### src/rtl/corelet_ctrl_if.sv
// corelet_ctrl_if: host/corelet-facing signal bundle of the layer sequencer.
// master = the sequencer itself, slave = host, L0/OFIFO and SRAM side.
interface corelet_ctrl_if #(
    parameter int addr_bw = 11,
    parameter int cnt_bw  = 8
);
    logic               start;
    logic               mode;
    logic [cnt_bw-1:0]  n_kij;
    logic [cnt_bw-1:0]  n_nij;
    logic [addr_bw-1:0] w_base;
    logic [addr_bw-1:0] a_base;
    logic               l0_full;
    logic               l0_ready;
    logic               ofifo_valid;
    logic [34:0]        inst;
    logic               xmem_cen;
    logic [addr_bw-1:0] xmem_addr;
    logic               busy;
    logic               done;

    modport master (
        input  start, mode, n_kij, n_nij, w_base, a_base, l0_full, l0_ready, ofifo_valid,
        output inst, xmem_cen, xmem_addr, busy, done
    );

    modport slave (
        output start, mode, n_kij, n_nij, w_base, a_base, l0_full, l0_ready, ofifo_valid,
        input  inst, xmem_cen, xmem_addr, busy, done
    );
endinterface

### src/rtl/corelet_ctrl.sv
// corelet_ctrl: layer sequencer. Walks n_kij kernel positions, each doing
// weight fill -> kernel load -> flush -> activation fill -> execute -> drain.
// Optional output-stationary mode is built in when CORELET_CTRL_OS_EN is
// defined (per kij: A_WR -> EXEC -> W_FLUSH).
//
// Every strobe is registered: the decision for cycle c+1 is made in cycle c
// from the status flags seen in cycle c. Each phase counts its decisions in
// icnt; a phase ends when its final strobe is visible on the outputs.
module corelet_ctrl #(
    parameter int row     = 8,
    parameter int col     = 8,
    parameter int addr_bw = 11,
    parameter int cnt_bw  = 8
) (
    input logic clk,
    input logic reset,
    corelet_ctrl_if.master bus
);
    typedef enum logic [3:0] {
        IDLE, W_WR, W_LOAD, W_FLUSH, A_WR, EXEC, DRAIN, NEXT, DONE
    } state_t;

    state_t             st, ns;
    logic [cnt_bw-1:0]  kij, n_kij_r, n_nij_r;
    logic [cnt_bw-1:0]  icnt, icnt_base, icnt_n, len, n_sel, kij_sel;
    logic [addr_bw-1:0] w_base_r, a_base_r, w_sel, a_sel, addr_n, addr_q;
    logic               os_sel, issue, avail, last_kij;
    logic               cen_q, l0_wr_q, l0_rd_q, exec_q, kload_q, ofifo_q, mode_q;
    logic               busy_q, done_q;

`ifdef CORELET_CTRL_OS_EN
    logic os_r;
    // Mode is taken live on the start cycle, from the sampled copy afterwards.
    assign os_sel = (st == IDLE) ? bus.mode : os_r;

    // Capture the dataflow mode with the rest of the layer parameters.
    always_ff @(posedge clk or posedge reset) begin
        if (reset)                         os_r <= 1'b0;
        else if (st == IDLE && bus.start)  os_r <= bus.mode;
    end
`else
    logic unused_mode;
    assign unused_mode = bus.mode;
    assign os_sel      = 1'b0;
`endif

    // Start-cycle decisions use the live inputs; registers are not loaded yet.
    assign n_sel    = (st == IDLE) ? bus.n_nij  : n_nij_r;
    assign w_sel    = (st == IDLE) ? bus.w_base : w_base_r;
    assign a_sel    = (st == IDLE) ? bus.a_base : a_base_r;
    assign kij_sel  = (st == IDLE) ? '0 : kij;
    assign last_kij = (kij == n_kij_r - cnt_bw'(1));

    // Next state, then the strobe decision for the state being entered.
    always_comb begin
        ns        = st;
        issue     = 1'b0;
        len       = '0;
        case (st)
            IDLE:    if (bus.start) ns = os_sel ? A_WR : W_WR;
            W_WR:    if (l0_wr_q && cen_q && icnt == cnt_bw'(col)) ns = W_LOAD;
            W_LOAD:  if (kload_q && icnt == cnt_bw'(col)) ns = W_FLUSH;
            W_FLUSH: if (icnt == cnt_bw'(row + col))
                         ns = os_sel ? (last_kij ? DONE : NEXT) : A_WR;
            A_WR:    if (l0_wr_q && cen_q && icnt == n_nij_r) ns = EXEC;
            EXEC:    if (exec_q && icnt == n_nij_r) ns = os_sel ? W_FLUSH : DRAIN;
            DRAIN:   if (ofifo_q && icnt == n_nij_r) ns = last_kij ? DONE : NEXT;
            NEXT:    ns = os_sel ? A_WR : W_WR;
            DONE:    ns = IDLE;
            default: ns = IDLE;
        endcase

        icnt_base = (ns != st) ? '0 : icnt;
        case (ns)
            W_WR, W_LOAD:      len = cnt_bw'(col);
            A_WR, EXEC, DRAIN: len = n_sel;
            default:           len = '0;
        endcase
        avail = (icnt_base != len);

        case (ns)
            W_WR, A_WR:   issue = avail && !bus.l0_full;
            W_LOAD, EXEC: issue = avail && bus.l0_ready;
            DRAIN:        issue = avail && bus.ofifo_valid;
            W_FLUSH:      issue = 1'b1;
            default:      issue = 1'b0;
        endcase
        icnt_n = icnt_base + cnt_bw'(issue);

        if (ns == W_WR)
            addr_n = w_sel + addr_bw'(kij_sel) * addr_bw'(col) + addr_bw'(icnt_base);
        else
            addr_n = a_sel + addr_bw'(icnt_base);
    end

    // State, counters, sampled layer parameters and registered outputs.
    always_ff @(posedge clk or posedge reset) begin
        if (reset) begin
            st <= IDLE; icnt <= '0; kij <= '0;
            n_kij_r <= '0; n_nij_r <= '0; w_base_r <= '0; a_base_r <= '0;
            cen_q <= 1'b1; addr_q <= '0; l0_wr_q <= 1'b0; l0_rd_q <= 1'b0;
            exec_q <= 1'b0; kload_q <= 1'b0; ofifo_q <= 1'b0; mode_q <= 1'b0;
            busy_q <= 1'b0; done_q <= 1'b0;
        end else begin
            st   <= ns;
            icnt <= icnt_n;
            if (st == IDLE && bus.start) begin
                n_kij_r  <= bus.n_kij;
                n_nij_r  <= bus.n_nij;
                w_base_r <= bus.w_base;
                a_base_r <= bus.a_base;
                kij      <= '0;
            end else if (ns == NEXT && st != NEXT) begin
                kij <= kij + cnt_bw'(1);
            end
            cen_q   <= !(issue && (ns == W_WR || ns == A_WR));
            if (issue && (ns == W_WR || ns == A_WR)) addr_q <= addr_n;
            // SRAM read data lands in L0 one cycle after the read.
            l0_wr_q <= !cen_q;
            kload_q <= issue && ns == W_LOAD;
            exec_q  <= issue && ns == EXEC;
            l0_rd_q <= issue && (ns == W_LOAD || ns == EXEC);
            ofifo_q <= issue && ns == DRAIN;
            mode_q  <= (ns != IDLE) && os_sel;
            busy_q  <= (ns != IDLE);
            done_q  <= (ns == DONE);
        end
    end

    assign bus.inst      = {mode_q, ofifo_q, 26'b0, ofifo_q, 2'b0, l0_rd_q, l0_wr_q, exec_q, kload_q};
    assign bus.xmem_cen  = cen_q;
    assign bus.xmem_addr = addr_q;
    assign bus.busy      = busy_q;
    assign bus.done      = done_q;
endmodule

### src/flat_wrapper.sv
// flat-port wrapper written by rule: the top's interface ports become plain ports
module corelet_ctrl_flat 
#(
    parameter int row     = 8,
    parameter int col     = 8,
    parameter int addr_bw = 11,
    parameter int cnt_bw  = 8
)
  (clk, reset, bus_start, bus_mode, bus_n_kij, bus_n_nij, bus_w_base, bus_a_base, bus_l0_full, bus_l0_ready, bus_ofifo_valid, bus_inst, bus_xmem_cen, bus_xmem_addr, bus_busy, bus_done);
  corelet_ctrl_if #(.addr_bw(addr_bw), .cnt_bw(cnt_bw)) bus_i ();
  input logic clk;
  input logic reset;
  input wire logic [$bits(bus_i.start)-1:0] bus_start;
  input wire logic [$bits(bus_i.mode)-1:0] bus_mode;
  input wire logic [$bits(bus_i.n_kij)-1:0] bus_n_kij;
  input wire logic [$bits(bus_i.n_nij)-1:0] bus_n_nij;
  input wire logic [$bits(bus_i.w_base)-1:0] bus_w_base;
  input wire logic [$bits(bus_i.a_base)-1:0] bus_a_base;
  input wire logic [$bits(bus_i.l0_full)-1:0] bus_l0_full;
  input wire logic [$bits(bus_i.l0_ready)-1:0] bus_l0_ready;
  input wire logic [$bits(bus_i.ofifo_valid)-1:0] bus_ofifo_valid;
  output wire logic [$bits(bus_i.inst)-1:0] bus_inst;
  output wire logic [$bits(bus_i.xmem_cen)-1:0] bus_xmem_cen;
  output wire logic [$bits(bus_i.xmem_addr)-1:0] bus_xmem_addr;
  output wire logic [$bits(bus_i.busy)-1:0] bus_busy;
  output wire logic [$bits(bus_i.done)-1:0] bus_done;
  assign bus_i.start = bus_start;
  assign bus_i.mode = bus_mode;
  assign bus_i.n_kij = bus_n_kij;
  assign bus_i.n_nij = bus_n_nij;
  assign bus_i.w_base = bus_w_base;
  assign bus_i.a_base = bus_a_base;
  assign bus_i.l0_full = bus_l0_full;
  assign bus_i.l0_ready = bus_l0_ready;
  assign bus_i.ofifo_valid = bus_ofifo_valid;
  assign bus_inst = bus_i.inst;
  assign bus_xmem_cen = bus_i.xmem_cen;
  assign bus_xmem_addr = bus_i.xmem_addr;
  assign bus_busy = bus_i.busy;
  assign bus_done = bus_i.done;
  corelet_ctrl #(.row(row), .col(col), .addr_bw(addr_bw), .cnt_bw(cnt_bw)) u_core (.clk(clk), .reset(reset), .bus(bus_i));
endmodule
### config.mk
export PLATFORM = sky130hd
export DESIGN_NAME = corelet_ctrl_flat
export DESIGN_NICKNAME = d
export VERILOG_FILES = /design/src/rtl/corelet_ctrl_if.sv /design/src/rtl/corelet_ctrl.sv /design/src/flat_wrapper.sv
export SDC_FILE = /design/constraint.sdc
export NUM_CORES = 1
export LEC_CHECK = 0
export CORE_MARGIN = 3
export CORE_UTILIZATION = 40
export DETAILED_ROUTE_END_ITERATION = 12
export PLACE_DENSITY_LB_ADDON = 0.15
export SYNTH_ARGS = -nofsm -noshare
export SYNTH_HDL_FRONTEND = slang
export SYNTH_SLANG_ARGS = --single-unit
### constraint.sdc
create_clock -name clk -period 6 [get_ports clk]
set_clock_uncertainty 0.2 [all_clocks]
set_input_delay 1.2 -clock clk [delete_from_list [all_inputs] [get_ports clk]]
set_output_delay 1.2 -clock clk [all_outputs]
set_load 0.02 [all_outputs]
# After elaboration in Yosys (flattened, before gate mapping)
# Cells that the tools add are included.
# W data, S select, Z words.
[word_totals] reg_bits=77 in_bits=45 out_inout_bits=49 elab_cells=91
[op_classes] add_sub_neg=6 eq_ne=22 n_mux=19 reduce_logical=28
[ops] cell="$mux W8" n=5
[ops] cell="$mux W11" n=3
[ops] cell="$eq A4 B3 Y1 const B" n=8
[ops] cell="$mux W4" n=8
[ops] cell="$pmux W4 S8" n=1
[ops] cell="$add A11 B8 Y11" n=2
[ops] cell="$eq A4 B2 Y1 const B" n=4
[ops] cell="$eq A8 B8 Y1" n=2
[ops] cell="$logic_and A1 B1 Y1" n=16
[ops] cell="$pmux W8 S2" n=1
[ops] cell="$add A11 B11 Y11" n=1
[ops] cell="$add A8 B1 Y8" n=1
[ops] cell="$add A8 B1 Y8 const B" n=1
[ops] cell="$eq A4 B1 Y1 const B" n=2
[ops] cell="$eq A8 B4 Y1 const B" n=1
[ops] cell="$eq A8 B5 Y1 const B" n=1
[ops] cell="$ne A8 B8 Y1" n=1
[ops] cell="$sub A8 B1 Y8 const B" n=1
[ops] cell="$reduce_or A2 Y1" n=3
[ops] cell="$eq A4 B4 Y1 const B" n=1
[ops] cell="$logic_not A4 Y1" n=1
[ops] cell="$ne A4 B3 Y1 const B" n=1
[ops] cell="$ne A4 B4 Y1" n=1
[ops] cell="$pmux W1 S4" n=1
[ops] cell="other kinds (5)" n=8

# Longest topological paths before layout
[logic_depth] depth_word=13 depth_mapped=24 mapped_depth_nobuf=23

# Worst setup path after synthesis
# No wires, ideal clock.
[synth_path] path_type="input to register" from="input bus_start" to="register u_core.addr_q[9], in the netlist u_core.bus.xmem_addr[9]" setup_time_ns=0.125 t_arrival_ns=4.824 t_required_ns=5.675 path_slack_ns=0.851 path_stages=22 n_path_buf=1 path_cell_list="or4b_1 a21o_1 nand4_1 a211oi_2 o211a_1 o21a_1 buf_4 and2_1 ha_1 ha_1 inv_1 fa_1 inv_1 a21oi_1 o21ai_0 a21oi_1 o21bai_1 a21o_1 a21oi_1 xor2_1 mux2i_1 mux2_4"
[synth_between] elab_chain_len=9 elab_cells_between_ends=25 classes_between="2 x add/sub; 8 x eq/ne; 6 x mux; 9 x reduce/logical"
[synth_rtl] element="start, declared" line="flat_wrapper.sv:13" rtl="input wire logic [$bits(bus_i.start)-1:0] bus_start;"
[synth_rtl] element="$mux W4 (*)" line="corelet_ctrl.sv:60" rtl="IDLE: if (bus.start) ns = os_sel ? A_WR : W_WR;"
[synth_rtl] element="$pmux W4 S8 (*)" line="corelet_ctrl.sv:59" rtl="case (st)"
[synth_rtl] element="$eq A4 B3 Y1 (tied with other cells)" line="corelet_ctrl.sv:74, corelet_ctrl.sv:81"
[synth_rtl] element="$reduce_or A3 Y1 or $reduce_or A2 Y1 (tied branches)" line="corelet_ctrl.sv:74" rtl="case (ns)"
[synth_rtl] element="$pmux W8 S2" line="corelet_ctrl.sv:74"
[synth_rtl] element="$ne A8 B8 Y1" line="corelet_ctrl.sv:79" rtl="avail = (icnt_base != len);"
[synth_rtl] element="$logic_and A1 B1 Y1, on equally long branches" line="corelet_ctrl.sv:84, corelet_ctrl.sv:82, corelet_ctrl.sv:83"
[synth_rtl] element="$pmux W1 S4" line="corelet_ctrl.sv:81" rtl="case (ns)"
[synth_rtl] element="$logic_and A1 B1 Y1" line="corelet_ctrl.sv:117" rtl="if (issue && (ns == W_WR || ns == A_WR)) addr_q <= addr_n;"
[synth_rtl] element="end signal, assigned" line="corelet_ctrl.sv:117"
[synth_rtl] element="end, declared" line="corelet_ctrl.sv:26" rtl="logic [addr_bw-1:0] w_base_r, a_base_r, w_sel, a_sel, addr_n, addr_q;"
# Every way passes the cells marked *; elsewhere a longest branch is shown, timed or not.
# A chain may end at the register's enable or synchronous reset.

# Worst setup path in the final report
# Ends and elaborated chain as after synthesis.

==> key figures <==
Drt
  – Remaining DRCs: 0
  – Drt wl/cell: 15.7 um
  – Vias/cell: 5.16
  – Final WL: 14500 um
  – ANT nets after route: 0
  – Vias after detailed routing: 4784
  – Initial drt markers: 214
  – Drt pass-1 iters: 4

Power and ir drop
  – LEAKAGE: 3.27 nW
  – Max IR drop VDD: 181 uV
  – PD cells: 543 mW/mm2

Yosys
  – Yosys cell types: 72
  – Synth Area in XOR/XNOR: 7.57%
  – Synth Warn #: 0
  – Synth async-reset ratio: 100%
  – Post-synth EDFFs: 0
  – Largest family of logic cells by synthesized area: simple AND/OR/NAND/NOR gates
  – Multiplexer share of the synthesized area: 6.10%
  – Syn_area_per_cell: 8.56 um2
  – Synth Area in Compound Gates: 10.3%
  – Cell Area, Synth: 0.00590 mm2
  – Post-synthesis simple-gate area fraction: 25.2%
  – Instance count of the mapped netlist: 690
  – Seq/Total Area, Yosys: 32.7%
  – Seq cells post-synth: 77
  – Ys flop type: dfrtp_1
  – Synth Area in Adders: 7.88%

GRT
  – Top Usage Layer GRT: met2
  – Met2 GRT Util: 30.2%
  – Vias in the first global route: 4663
  – Initial antenna violation count: 0
  – M3 GR Usage: 3.39%
  – All-layer global routing usage: 18.3%
  – GRT overflow: 0
  – First-pass GRT wire length: 23600 um
  – Largest net degree at the start of global routing: 47
  – M1 GR Usage: 24.3%

Clocking
  – Num CTS Buffers: 9
  – Clock-pin slew on the worst setup and hold paths: 0.06 ns
  – Post-CTS setup buffer count: 0
  – CTS tree: done
  – Htree depth: 3
  – Max Buffers Root-to-Sink: 2
  – Post-CTS Hold Fix Bufs: 0
  – Post-CTS Resized: 0
  – Clk sinks: 77
  – Clock root buffer: clkbuf_16
  – Worst-Skew Late Latency: 0.35 ns

Cells and area
  – Commonest non-fill, non-tap cell in the layout: nand2_1
  – Final nets: 821
  – Post-route cell area: 0.00685 mm2
  – Post-layout util: 48.4%
  – Area grow syn2layout: 16.0%
  – # diodes: 0
  – Layout cell share with drive strength beyond 1: 9.09%
  – Commonest non-fill, non-tap cells in the layout: nand2_1, dfrtp_1, clkdlybuf4s50_1, inv_1, nor2_1

Floorplan
  – Core ar.: 0.0141 mm2
  – IO Count: 94
  – Initial Utilization: 41.7%
  – Row cnt: 43
  – Die Ht: 127 um
  – Die area: 0.0163 mm2
  – Die X-Extent: 127 um

Critical path
  – Crit path DAT: 5.69 ns
  – Critical Path Start Type: primary input
  – Critical path class: primary input to flip-flop
  – Top fanout value on the critical path: 9
  – Crit path required time: 6.03 ns
  – Worst setup EP type: flip-flop

Place
  – DP HPWL: 10900 um
  – RD Place Congestion: 0.873
  – Placement Setup Slack: 0.0109 ns
  – Input/output buffers: 63
  – Placed inst area: 0.00654 mm2

STA
  – RSZ-0062 raised after global routing: no
  – Final Hold Vio Count: 0
  – Setup ws final: 0.337 ns
  – Sum of negative setup slack: 0 ns
  – Fmax: 0.177 GHz
  – Final setup violation count: 0
  – Final worst-path cycle share: 94.4%
  – Final Max Slew Viols: 0
  – Final min period: 5.66 ns
  – Max_slew headroom: 26.1%
  – Hold slack: 0.253 ns
  – Worst-margin pin slew: 1.10 ns

Job
  – Max cap viols: 0

Outcome
  – Status: finished, final reports clean

Worst hold path
  – Hold Path Class: flip-flop to flip-flop
cell usage after synthesis, types with 5 or more instances:
cell      number  area, um2
mux2i_1       18        180
mux2_4         9        135
nor3_1         8       40.0
o21bai_1       6       45.0
xor2_1        21        184
a21o_1         8       60.1
xnor2_1       30        263
and4_1         5       43.8
buf_6          7       78.8
clkbuf_1      18       67.6
and3_1         5       31.3
nor2_1        33        124
inv_1         35        131
nand2_1      182        683
fa_1           7        140
nand3_1       16       80.1
and2_1        14       87.6
a21oi_1       24        120
o21ai_0       18       90.1
nand4_1        5       31.3
buf_4         38        285
ha_1          26        325
dfrtp_1       76       1900
critical path, stage by stage:
cell and delay, ns:
clkdlybuf4s50_1 0.50, or4b_1 0.44, a21o_1 0.20, nand4_1 0.14, a211oi_2 0.08, nor2_1 0.14, o21a_1 0.33, and2_1 0.21
inv_1 0.07, fa_1 0.53, inv_1 0.04, ha_1 0.32, a21oi_1 0.15, o21ai_0 0.11, a21oi_1 0.16, o21bai_1 0.10
a21o_1 0.18, a21oi_1 0.17, xor2_1 0.23, mux2i_1 0.11, mux2_4 0.26
state kept, by name, indices dropped and copies added (netlist names), 4 cells and up:
register and cells:
u_core.n_kij_r 8, u_core.kij 8, u_core.a_base_r 11, u_core.w_base_r 11, u_core.icnt 8, u_core.st 4
u_core.n_nij_r 8, u_core.bus.xmem_addr 11
final timing paths:
check | from | to | slack, ns | cells past startpoint
setup / recovery | bus_start | u_core.bus.xmem_addr[9] | 0.34 | 21
hold / removal | u_core.bus.xmem_cen | u_core.l0_wr_q | 0.25 | 1
setup reg to reg | u_core.n_kij_r[0] | u_core.bus.xmem_addr[9] | 0.44 | 20
hold reg to reg | u_core.bus.xmem_cen | u_core.l0_wr_q | 0.25 | 1
max in group asynchronous | reset | u_core.a_base_r[5] | 3.57 | 3
min in group asynchronous | reset | u_core.bus.done | 1.04 | 2
where the power goes:
group          total, mW  internal (mW)  switching, mW
Combinational       2.16           1.07           1.10
Sequential         0.968          0.740          0.228
Clock              0.586          0.365          0.221
Total               3.72           2.17           1.55
metrics by stage:
stage | cells | total power, mW
after detailed placement | 912 | 3.15
after global placement | 912 | 3.10
after global routing | 928 | 4.05
after floorplan | 718 | 2.61
after CTS | 928 | 3.75
final | 928 | 3.72
metal layers:
| layer | vias to the layer above | part of all wire [%] |
|---|---|---|
| met5 | - | 0 |
| met4 | 0 | 1.8 |
| met3 | 20 | 6.3 |
| met2 | 125 | 47 |
| met1 | 2292 | 44 |
| li1 | 2347 | - |
kinds of logic (layout without fill, tap and decap cells):
family	Yosys count	in the layout
and+or+nand+nor	310	310
buffers and inverters	102	132
AOI/OAI and AO/OA	85	85
DFF	77	77
xor gates and xnor gates	51	51
adders and majority gates	33	33
muxes	31	31
other	1	29
final cells by class:
class / count / area (um2)
Timing Repair Buffer: 81 / 766
Clock buffer: 12 / 236
Clock inverter: 4 / 73.8
Sequential cell: 77 / 1930
Inverter: 35 / 133
Tap cell: 180 / 225
Multi-Input combinational cell: 539 / 3490
Fill cell: 1407 / 7300
No activity file was read; power rests on OpenSTA's default activity.
